### config.mk
export PLATFORM = sky130hd
export DESIGN_NAME = instr_fetch_unit_flat
export DESIGN_NICKNAME = d
export VERILOG_FILES = /design/src/rtl/fetch_pkg.sv /design/src/rtl/instr_fetch_unit_if.sv /design/src/rtl/instr_fetch_unit_fifo.sv /design/src/rtl/instr_fetch_unit.sv /design/src/flat_wrapper.sv
export SDC_FILE = /design/constraint.sdc
export NUM_CORES = 1
export LEC_CHECK = 0
export ABC_AREA = 0
export BUFFER_PORTS_ARGS = -buffer_cell sky130_fd_sc_hd__buf_2
export CAP_MARGIN = 30
export CORE_ASPECT_RATIO = 0.6
export CORE_UTILIZATION = 58
export DETAILED_ROUTE_END_ITERATION = 10
export GPL_ROUTABILITY_DRIVEN = 0
export HOLD_SLACK_MARGIN = 0.02
export PLACE_DENSITY = 0.88
export SYNTH_ARGS = -nofsm -noshare
export SYNTH_HDL_FRONTEND = slang
export SYNTH_SLANG_ARGS = --single-unit
### constraint.sdc
create_clock -name clk -period 4.5 [get_ports clk]
set_input_delay 0.45 -clock clk [delete_from_list [all_inputs] [get_ports clk]]
set_output_delay 0.45 -clock clk [all_outputs]
set_load 0.1 [all_outputs]
### src/rtl/fetch_pkg.sv
// Shared types and default widths for the instruction fetch stage.
package fetch_pkg;

  localparam int ADDR_W = 32;
  localparam int DATA_W = 32;

  typedef enum logic [1:0] {
    IDLE  = 2'd0,
    WAIT  = 2'd1,
    DRAIN = 2'd2
  } fetch_state_t;

  typedef struct packed {
    logic [ADDR_W-1:0] pc;
    logic [DATA_W-1:0] instr;
  } fetch_entry_t;

endpackage

### src/rtl/instr_fetch_unit_if.sv
// Instruction-memory request/grant/response bus plus the decode-side output stream.
interface instr_fetch_unit_if #(
  parameter int ADDR_W = 32,
  parameter int DATA_W = 32
);
  // imem: a request is accepted when imem_req && imem_gnt; imem_rvalid returns its word
  // one or more cycles later. Decode: the head is consumed when out_valid && out_ready,
  // and the head is held stable while out_valid && !out_ready.
  logic              imem_req;
  logic [ADDR_W-1:0] imem_addr;
  logic              imem_gnt;
  logic              imem_rvalid;
  logic [DATA_W-1:0] imem_rdata;
  logic              out_valid;
  logic [DATA_W-1:0] out_instr;
  logic [ADDR_W-1:0] out_pc;
  logic              out_ready;

  modport master (
    output imem_req, imem_addr,
    input  imem_gnt, imem_rvalid, imem_rdata,
    output out_valid, out_instr, out_pc,
    input  out_ready
  );

  modport slave (
    input  imem_req, imem_addr,
    output imem_gnt, imem_rvalid, imem_rdata,
    input  out_valid, out_instr, out_pc,
    output out_ready
  );
endinterface

### src/rtl/instr_fetch_unit_fifo.sv
// Small power-of-two FIFO of fetched {pc, instr} entries; head is read from the register file.
module fetch_fifo #(
  parameter int  DEPTH   = 2,
  parameter type entry_t = fetch_pkg::fetch_entry_t,
  localparam int AW      = $clog2(DEPTH),
  localparam int PW      = AW + 1
) (
  input  logic          clk,
  input  logic          rst_n,
  input  logic          push_i,
  input  entry_t        push_data_i,
  input  logic          pop_i,
  input  logic          flush_i,
  output logic          full_o,
  output logic          empty_o,
  output logic [PW-1:0] count_o,
  output entry_t        head_o
);

  entry_t        mem_q [DEPTH];
  logic [PW-1:0] wptr_q;
  logic [PW-1:0] rptr_q;
  logic          pop_en;
  logic          push_en;

  assign count_o = wptr_q - rptr_q;
  assign empty_o = (count_o == '0);
  assign full_o  = (count_o == PW'(DEPTH));
  assign head_o  = mem_q[rptr_q[AW-1:0]];

  // A push into a full FIFO is only taken when the head leaves in the same cycle.
  assign pop_en  = pop_i && !empty_o;
  assign push_en = push_i && (!full_o || pop_en);

  always_ff @(posedge clk or negedge rst_n) begin
    if (!rst_n) begin
      wptr_q <= '0;
      rptr_q <= '0;
      for (int i = 0; i < DEPTH; i++) mem_q[i] <= '0;
    end else if (flush_i) begin
      wptr_q <= '0;
      rptr_q <= '0;
    end else begin
      if (push_en) begin
        mem_q[wptr_q[AW-1:0]] <= push_data_i;
        wptr_q                <= wptr_q + PW'(1);
      end
      if (pop_en) rptr_q <= rptr_q + PW'(1);
    end
  end

endmodule

### src/rtl/instr_fetch_unit.sv
// Fetch stage: one-outstanding request FSM to instruction memory, PC tagging and
// a decode-side buffer, all discarded on a branch redirect.
module instr_fetch_unit #(
  parameter int ADDR_W = fetch_pkg::ADDR_W,
  parameter int DATA_W = fetch_pkg::DATA_W,
  parameter int DEPTH  = 2
) (
  input  logic              clk,
  input  logic              rst,
  input  logic [ADDR_W-1:0] pc_in,
  output logic              pc_take,
  input  logic              flush,
  instr_fetch_unit_if.master bus,
  output logic [1:0]        dbg_state_o
);
  import fetch_pkg::*;

  localparam int PW = $clog2(DEPTH) + 1;

  localparam logic [1:0] ST_IDLE  = IDLE;
  localparam logic [1:0] ST_WAIT  = WAIT;
  localparam logic [1:0] ST_DRAIN = DRAIN;

  typedef struct packed {
    logic [ADDR_W-1:0] pc;
    logic [DATA_W-1:0] instr;
  } entry_t;

  logic [1:0]        state_q, state_d;
  logic [ADDR_W-1:0] req_pc_q, req_pc_d;
  logic [ADDR_W-1:0] aligned_addr;
  logic              resp_in_wait;
  logic              push;
  logic              pop;
  logic              room;
  logic              req;
  logic              take;
  logic [PW:0]       count_after;
  logic              fifo_full;
  logic              fifo_empty;
  logic [PW-1:0]     fifo_count;
  entry_t            push_data;
  entry_t            head;

  assign aligned_addr = {pc_in[ADDR_W-1:2], 2'b00};
  assign resp_in_wait = (state_q == ST_WAIT) && bus.imem_rvalid;
  assign push         = resp_in_wait && !flush;
  assign pop          = bus.out_valid && bus.out_ready;

  // Occupancy once this cycle's push/pop settle; a new request needs a free slot for its reply.
  assign count_after  = {1'b0, fifo_count} + (PW+1)'(push) - (PW+1)'(pop);
  assign room         = count_after < (PW+1)'(DEPTH);

  assign req  = rst && !flush && room && ((state_q == ST_IDLE) || resp_in_wait);
  assign take = req && bus.imem_gnt;

  assign bus.imem_req  = req;
  assign bus.imem_addr = aligned_addr;
  assign pc_take       = take;
  assign dbg_state_o   = state_q;

  always_comb begin
    state_d  = state_q;
    req_pc_d = req_pc_q;
    if (take) req_pc_d = aligned_addr;
    case (state_q)
      ST_IDLE: begin
        if (take) state_d = ST_WAIT;
      end
      ST_WAIT: begin
        if (flush)                  state_d = bus.imem_rvalid ? ST_IDLE : ST_DRAIN;
        else if (bus.imem_rvalid)   state_d = take ? ST_WAIT : ST_IDLE;
      end
      ST_DRAIN: begin
        // The stale reply ends the drain even if another redirect lands on the same cycle.
        if (bus.imem_rvalid) state_d = ST_IDLE;
      end
      default: state_d = ST_IDLE;
    endcase
  end

  always_ff @(posedge clk or negedge rst) begin
    if (!rst) begin
      state_q  <= ST_IDLE;
      req_pc_q <= '0;
    end else begin
      state_q  <= state_d;
      req_pc_q <= req_pc_d;
    end
  end

  assign push_data.pc    = req_pc_q;
  assign push_data.instr = bus.imem_rdata;

  fetch_fifo #(
    .DEPTH   (DEPTH),
    .entry_t (entry_t)
  ) u_fifo (
    .clk         (clk),
    .rst_n       (rst),
    .push_i      (push),
    .push_data_i (push_data),
    .pop_i       (pop),
    .flush_i     (flush),
    .full_o      (fifo_full),
    .empty_o     (fifo_empty),
    .count_o     (fifo_count),
    .head_o      (head)
  );

  assign bus.out_valid = !fifo_empty;
  assign bus.out_instr = head.instr;
  assign bus.out_pc    = head.pc;

endmodule
### src/flat_wrapper.sv
// flat-port wrapper written by rule: the top's interface ports become plain ports
module instr_fetch_unit_flat import fetch_pkg::*;
#(
  parameter int ADDR_W = fetch_pkg::ADDR_W,
  parameter int DATA_W = fetch_pkg::DATA_W,
  parameter int DEPTH  = 2
)
  (clk, rst, pc_in, pc_take, flush, dbg_state_o, bus_imem_req, bus_imem_addr, bus_imem_gnt, bus_imem_rvalid, bus_imem_rdata, bus_out_valid, bus_out_instr, bus_out_pc, bus_out_ready);
  instr_fetch_unit_if #(.ADDR_W(ADDR_W), .DATA_W(DATA_W)) bus_i ();
  input  logic clk;
  input  logic rst;
  input  logic [ADDR_W-1:0] pc_in;
  output logic pc_take;
  input  logic flush;
  output logic [1:0] dbg_state_o;
  output wire logic [$bits(bus_i.imem_req)-1:0] bus_imem_req;
  output wire logic [$bits(bus_i.imem_addr)-1:0] bus_imem_addr;
  input wire logic [$bits(bus_i.imem_gnt)-1:0] bus_imem_gnt;
  input wire logic [$bits(bus_i.imem_rvalid)-1:0] bus_imem_rvalid;
  input wire logic [$bits(bus_i.imem_rdata)-1:0] bus_imem_rdata;
  output wire logic [$bits(bus_i.out_valid)-1:0] bus_out_valid;
  output wire logic [$bits(bus_i.out_instr)-1:0] bus_out_instr;
  output wire logic [$bits(bus_i.out_pc)-1:0] bus_out_pc;
  input wire logic [$bits(bus_i.out_ready)-1:0] bus_out_ready;
  assign bus_imem_req = bus_i.imem_req;
  assign bus_imem_addr = bus_i.imem_addr;
  assign bus_i.imem_gnt = bus_imem_gnt;
  assign bus_i.imem_rvalid = bus_imem_rvalid;
  assign bus_i.imem_rdata = bus_imem_rdata;
  assign bus_out_valid = bus_i.out_valid;
  assign bus_out_instr = bus_i.out_instr;
  assign bus_out_pc = bus_i.out_pc;
  assign bus_i.out_ready = bus_out_ready;
  instr_fetch_unit #(.ADDR_W(ADDR_W), .DATA_W(DATA_W), .DEPTH(DEPTH)) u_core (.clk(clk), .rst(rst), .pc_in(pc_in), .pc_take(pc_take), .flush(flush), .bus(bus_i), .dbg_state_o(dbg_state_o));
endmodule
# Word level (Yosys, flattened, before mapping)
# Cells that the tools add are included.
dict set report classes {
  div 0
  n_bitwise 3
  n_shift 0
  muxes 17
  eq_ne 6
  mul 0
  n_reduce_logical 21
  addsub 5
  order_cmp 4
}
# op n
set op_table {}
lappend op_table {{$mux W64} 4}
lappend op_table {{$bwmux W128} 1}
lappend op_table {{$demux W64 S1} 1}
lappend op_table {{$mux W2} 9}
lappend op_table {{$logic_and A1 B1 Y1} 10}
lappend op_table {{$pmux W2 S3} 1}
lappend op_table {{$add A2 B1 Y2 const B} 2}
lappend op_table {{$eq A2 B2 Y1 const B} 2}
lappend op_table {{$ge A2 B2 Y1 const B} 2}
lappend op_table {{$logic_not A2 Y1} 2}
lappend op_table {{$not A1 Y2} 2}
lappend op_table {{$reduce_bool A2 Y1} 2}
lappend op_table {{$add A2 B1 Y3} 1}
lappend op_table {{$logic_not A1 Y1} 3}
lappend op_table {{$lt A3 B2 Y1 const B} 1}
lappend op_table {{$ne A3 B3 Y1 const B} 1}
lappend op_table {{$reduce_and A3 Y1} 1}
lappend op_table {{$sub A3 B1 Y3} 1}
lappend op_table {{$eq A2 B1 Y1 const B} 1}
lappend op_table {{$logic_or A1 B1 Y1} 2}
lappend op_table {{$lt A2 B1 Y1 const B} 1}
lappend op_table {{$ne A2 B1 Y1 const B} 1}
lappend op_table {{$ne A2 B2 Y1 const B} 1}
lappend op_table {{$reduce_and A2 Y1} 1}
lappend op_table {{3 further kinds} 3}
dict set report word_totals {
  regBits 164
  rom_bits 0
  in_bits 70
  output_inout_bits 101
  latchBits 0
  memories 0
  ram_bits 0
}

# Depth between registers and ports, before layout
dict set report logic_depth {
  depth_word 13
  mapped_depth 11
}

# Modules after synthesis
# From an unflattened synthesis, not the netlist that was laid out.
dict set report unflattened {
  cells_unflattened 490
  hier_area_um2 7508.5
}
# module n_inst cells_each seq_area_each_um2 area_per_inst_um2
set modules_own_cells {}
lappend modules_own_cells {fetch_fifo 1 372 3303.2 5826.8}
lappend modules_own_cells {instr_fetch_unit 1 118 800.8 1681.6}

# Worst setup path after synthesis
# OpenSTA, ideal clock, no wires.
dict set report synth_path {
  kind {register to output}
  start {register u_core.state_q[0], in the netlist u_core.dbg_state_o[0]}
  end {output port bus_imem_req}
  required_ps 4050
  path_slack_ps 639
  arrival_time_ps 3411
  stages_incl_launch_ff 8
  path_buffers 0
  path_cell_list {dfrtp_1 > and4bb_2 > inv_1 > ha_1 > or2_2 > fa_1 > xor3_1 > and2_1}
}
dict set report synth_via {
  elab_chain_cells 8
}
# item line
set synth_lines {}
lappend synth_lines {{from (decl)} instr_fetch_unit.sv:29} ;# logic [1:0] state_q, state_d;
lappend synth_lines {{from (signal assigned)} instr_fetch_unit.sv:87} ;# state_q <= state_d;
lappend synth_lines {{$eq A2 B1 Y1} instr_fetch_unit.sv:46} ;# assign resp_in_wait = (state_q == ST_WAIT) && bus.imem_rvalid;
lappend synth_lines {{$logic_and A1 B1 Y1} instr_fetch_unit.sv:46}
lappend synth_lines {{$logic_and A1 B1 Y1} instr_fetch_unit.sv:47} ;# assign push = resp_in_wait && !flush;
lappend synth_lines {{$add A2 B1 Y3} instr_fetch_unit.sv:51} ;# assign count_after = {1'b0, fifo_count} + (PW+1)'(push) - (PW+1)'(pop);
lappend synth_lines {{$sub A3 B1 Y3} instr_fetch_unit.sv:51}
lappend synth_lines {{$lt A3 B2 Y1} instr_fetch_unit.sv:52} ;# assign room = count_after < (PW+1)'(DEPTH);
lappend synth_lines {{$logic_and A1 B1 Y1} instr_fetch_unit.sv:54} ;# assign req = rst && !flush && room && ((state_q == ST_IDLE) || resp_in_wait);
lappend synth_lines {{$logic_and A1 B1 Y1 (*)} instr_fetch_unit.sv:54}
lappend synth_lines {{to (decl)} flat_wrapper.sv:16} ;# output wire logic [$bits(bus_i.imem_req)-1:0] bus_imem_req;
# Every way passes the cells marked *; elsewhere a longest branch is shown, timed or not.

# Worst setup path in the final report
dict set report layout_path {
  start {register u_core.u_fifo.wptr_q[0]}
  end {output port pc_take}
}
dict set report layout_via {
  elab_chain_cells 9
}
# item line
set layout_lines {}
lappend layout_lines {{from (decl)} instr_fetch_unit_fifo.sv:21} ;# logic [PW-1:0] wptr_q;
lappend layout_lines {{from (signal assigned)} instr_fetch_unit_fifo.sv:46} ;# wptr_q <= wptr_q + PW'(1);
lappend layout_lines {{$sub A2 B2 Y2 (*)} instr_fetch_unit_fifo.sv:26} ;# assign count_o = wptr_q - rptr_q;
lappend layout_lines {{parallel branches: the longest is 3 deep, another holds $add A2 B1 Y3} -}
lappend layout_lines {{$sub A3 B1 Y3 (*)} instr_fetch_unit.sv:51}
lappend layout_lines {{$lt A3 B2 Y1 (*)} instr_fetch_unit.sv:52}
lappend layout_lines {{$logic_and A1 B1 Y1 (*) (2 in series)} instr_fetch_unit.sv:54}
lappend layout_lines {{$logic_and A1 B1 Y1 (*)} instr_fetch_unit.sv:55} ;# assign take = req && bus.imem_gnt;
lappend layout_lines {{to (decl)} flat_wrapper.sv:13} ;# output logic pc_take;
# Mark *: on every way between the ends.

==> results.toml <==
[cells_and_area]
drive_above_1_share_pct = 67.6
areaGrowthSynthToFinish_pct = 17.7
ff_latch_area_um2 = 4010
nNetsFinal = 681
final_util_pct = 70.8
multi_input_area_um2 = 2860
num_antenna_cells = 0
nFillCells = 831

[logic_synthesis]
synth_most_common_cell = "mux2_2"
synthTopCellsByArea = "dfrtp_1 55%, mux2_2 28%, mux2_4 5.9%"
synth_edf_count = 0
ys_async_sr_fraction_pct = 100
avgSynthCellArea_um2 = 15.6
ys.flop_type = "dfrtp_1"
ys_ff_latch = 160
synth_top_area_share_pct = 54.6
seq_area_frac_synth_pct = 54.6
syn_inst = 470
ys_warn_count = 0
synthTopCellsByCount = "181 x mux2_2, 160 x dfrtp_1, 35 x buf_4"
syn_area_um2 = 7330
synth_top_area_cell = "dfrtp_1"
ys_types = 32

[setup_path]
cp_num_buf_inv = 3
critPathMaxStageDelay_ns = 0.45
path_cells = "inv_1, ha_1, a21oi_1, ha_1, or2_2, fa_1, xor3_1, nand3_2, inv_4, buf_12"
cp.arrival_ns = 3.58
regToRegSetupSlack_ns = 0.89
cp_slowest_cell = "dfrtp_1"
cpMostUsedCell = "ha_1"
rr_worst_depth = 11
r2r-end = "u_core.req_pc_q[12]"
path_class = "flip-flop to output port"
path_max_fanout = 23
crit_required_ns = 4.05
cp-start-kind = "flip-flop"
path_delay_family = "adder cells"
r2r_start = "u_core.u_fifo.wptr_q[0]"
end_kind = "output port"

[route]
wl_met3_um = 793
drt_iter0_drc = 138
post_drt_wl_per_cell_um = 17.5
first_pass_iters = 4
wl_met1_mm = 6.28
vias = 4135
via_per_inst = 5.26
wl_mm = 13.8
highest_layer = "met4"
drc = 0
antenna_left = 0
wl_met2_mm = 6.59

[clock_tree]
htree_levels = 4
clockRootBuffer = "clkbuf_16"
cts.sinks = 160
postCtsHoldBufs = 1
clkLatencyLatePin_ns = 0.41
cts.clk_slew.worst_paths_ns = 0.06
cts_made_buffers = 17
tritoncts = "done"
cts_buffer_depth = 2
cts_setup_buffers = 0
ctsResizeCount = 0

[sta]
hold_violations = 0
fin_worst_skew_ns = 0.00823
setup_tns_ns = 0
setup-violations-final = 0
period_needed_ns = 4.03
max_freq_ghz = 0.248
rsz0062_at_grt = "no"
fin_hold_ws_ns = 0.227
relSlewSlack_pct = 37.8
min_period_over_period_pct = 89.6
drv_slew = 0
tightest_slew_ns = 0.929

[global_route]
grt_max_degree = 75
grt_pass1_vias = 4427
grtUsageTotal_pct = 22.2
grt_pass1_wl_mm = 22.1
antenna_found_initial = 0
gr-total-overflow = 0

[die]
row_count = 31
die-width_um = 147
die_h_um = 89.1
die_area_um2 = 13100
coreArea_um2 = 12200
pin_count = 171
start_util_pct = 60.2

[placement]
dp_hpwl_mm = 9.15
port_buffers = 164

[outcome]
outcome = "complete, no violations"

[worst_hold_path]
hold_path_end = "u_core.dbg_state_o[1]"
holdCritStartpoint = "bus_imem_rvalid"
hold_class = "input port to flip-flop"
holdPathStages = 2

[flow_run]
maxCapViolations = 0
-- per-stage QoR --
step	cells	area, um2	setup WS [ns]
2_1_floorplan	473	7340	0.639
3_3_place_gp	753	8010	0.953
3_5_place_dp	753	8010	0.871
4_1_cts	786	8620	0.439
5_1_grt	786	8620	0.266
6_report	786	8620	0.470
-- cell families (layout without fill, tap and decap cells) --
group                    after synthesis  in the layout  share of synthesized area, %
multiplexers                         216            216                          34.7
flip-flops                           160            160                          54.6
buffers and inverters                 61            209                          6.54
AND/OR/NAND/NOR                       16             16                          1.47
AO/OA/AOI/OAI                          7              7                         0.820
XOR/XNOR                               6              6                          1.18
adder cells (fa/ha/maj)                3              3                         0.615
other                                  1              4                        0.0512
-- state kept, by name (all words and copies together), names as in the netlist --
register	count
u_core.u_fifo.wptr_q	2
u_core.u_fifo.mem_q	124
u_core.req_pc_q	30
u_core.u_fifo.rptr_q	2
u_core.dbg_state_o	2
-- worst max-delay path by stage --
stage	startpoint	end	slack (ns)	cells past startpoint
after floorplan	u_core.dbg_state_o[0]	bus_imem_req	0.64	7
after CTS	u_core.u_fifo.wptr_q[0]	pc_take	0.44	10
final	u_core.u_fifo.wptr_q[0]	pc_take	0.47	10
after detailed placement	u_core.u_fifo.wptr_q[0]	u_core.req_pc_q[12]	0.87	11
after global routing	u_core.u_fifo.wptr_q[0]	pc_take	0.27	10
after global placement	u_core.u_fifo.wptr_q[0]	pc_take	0.95	10
-- layout by cell type, fill, tap and decap left out, drive strengths merged --
cell         Yosys  layout
mux2           216     216
buf             49     171
dfrtp          160     160
clkbuf           7      20
inv              5       8
xnor2            5       5
nor2             5       5
conb             1       4
nand2b           3       3
bufinv           0       3
clkinvlp         0       3
clkinv           0       3
a21oi            2       2
nand3b           2       2
ha               2       2
o21ai            2       2
and4bb           1       1
nand2            1       1
or2              1       1
xor3             1       1
and4             1       1
nand3            1       1
and2             1       1
o211ai           1       1
o31ai            1       1
a211oi           1       1
fa               1       1
dlygate4sd3      0       1
-- cell type report --
class                      count  area share [%]
clock inverter                12            1.83
inverter                       5           0.247
multi-input combinational    252            33.1
tap                          165            2.39
clock buffer                  20            5.18
sequential                   160            46.5
timing repair buffer         172            10.8
-- routing by layer --
layer,vias to the layer above,global-route usage (%)
met5,-,0
met4,0,6.75
li1,1898,-
met2,124,37.0
met3,10,5.61
met1,2103,29.3
Power is not shown: default switching activity piles up to over one toggle a cycle in this logic, so the estimate is an artifact.
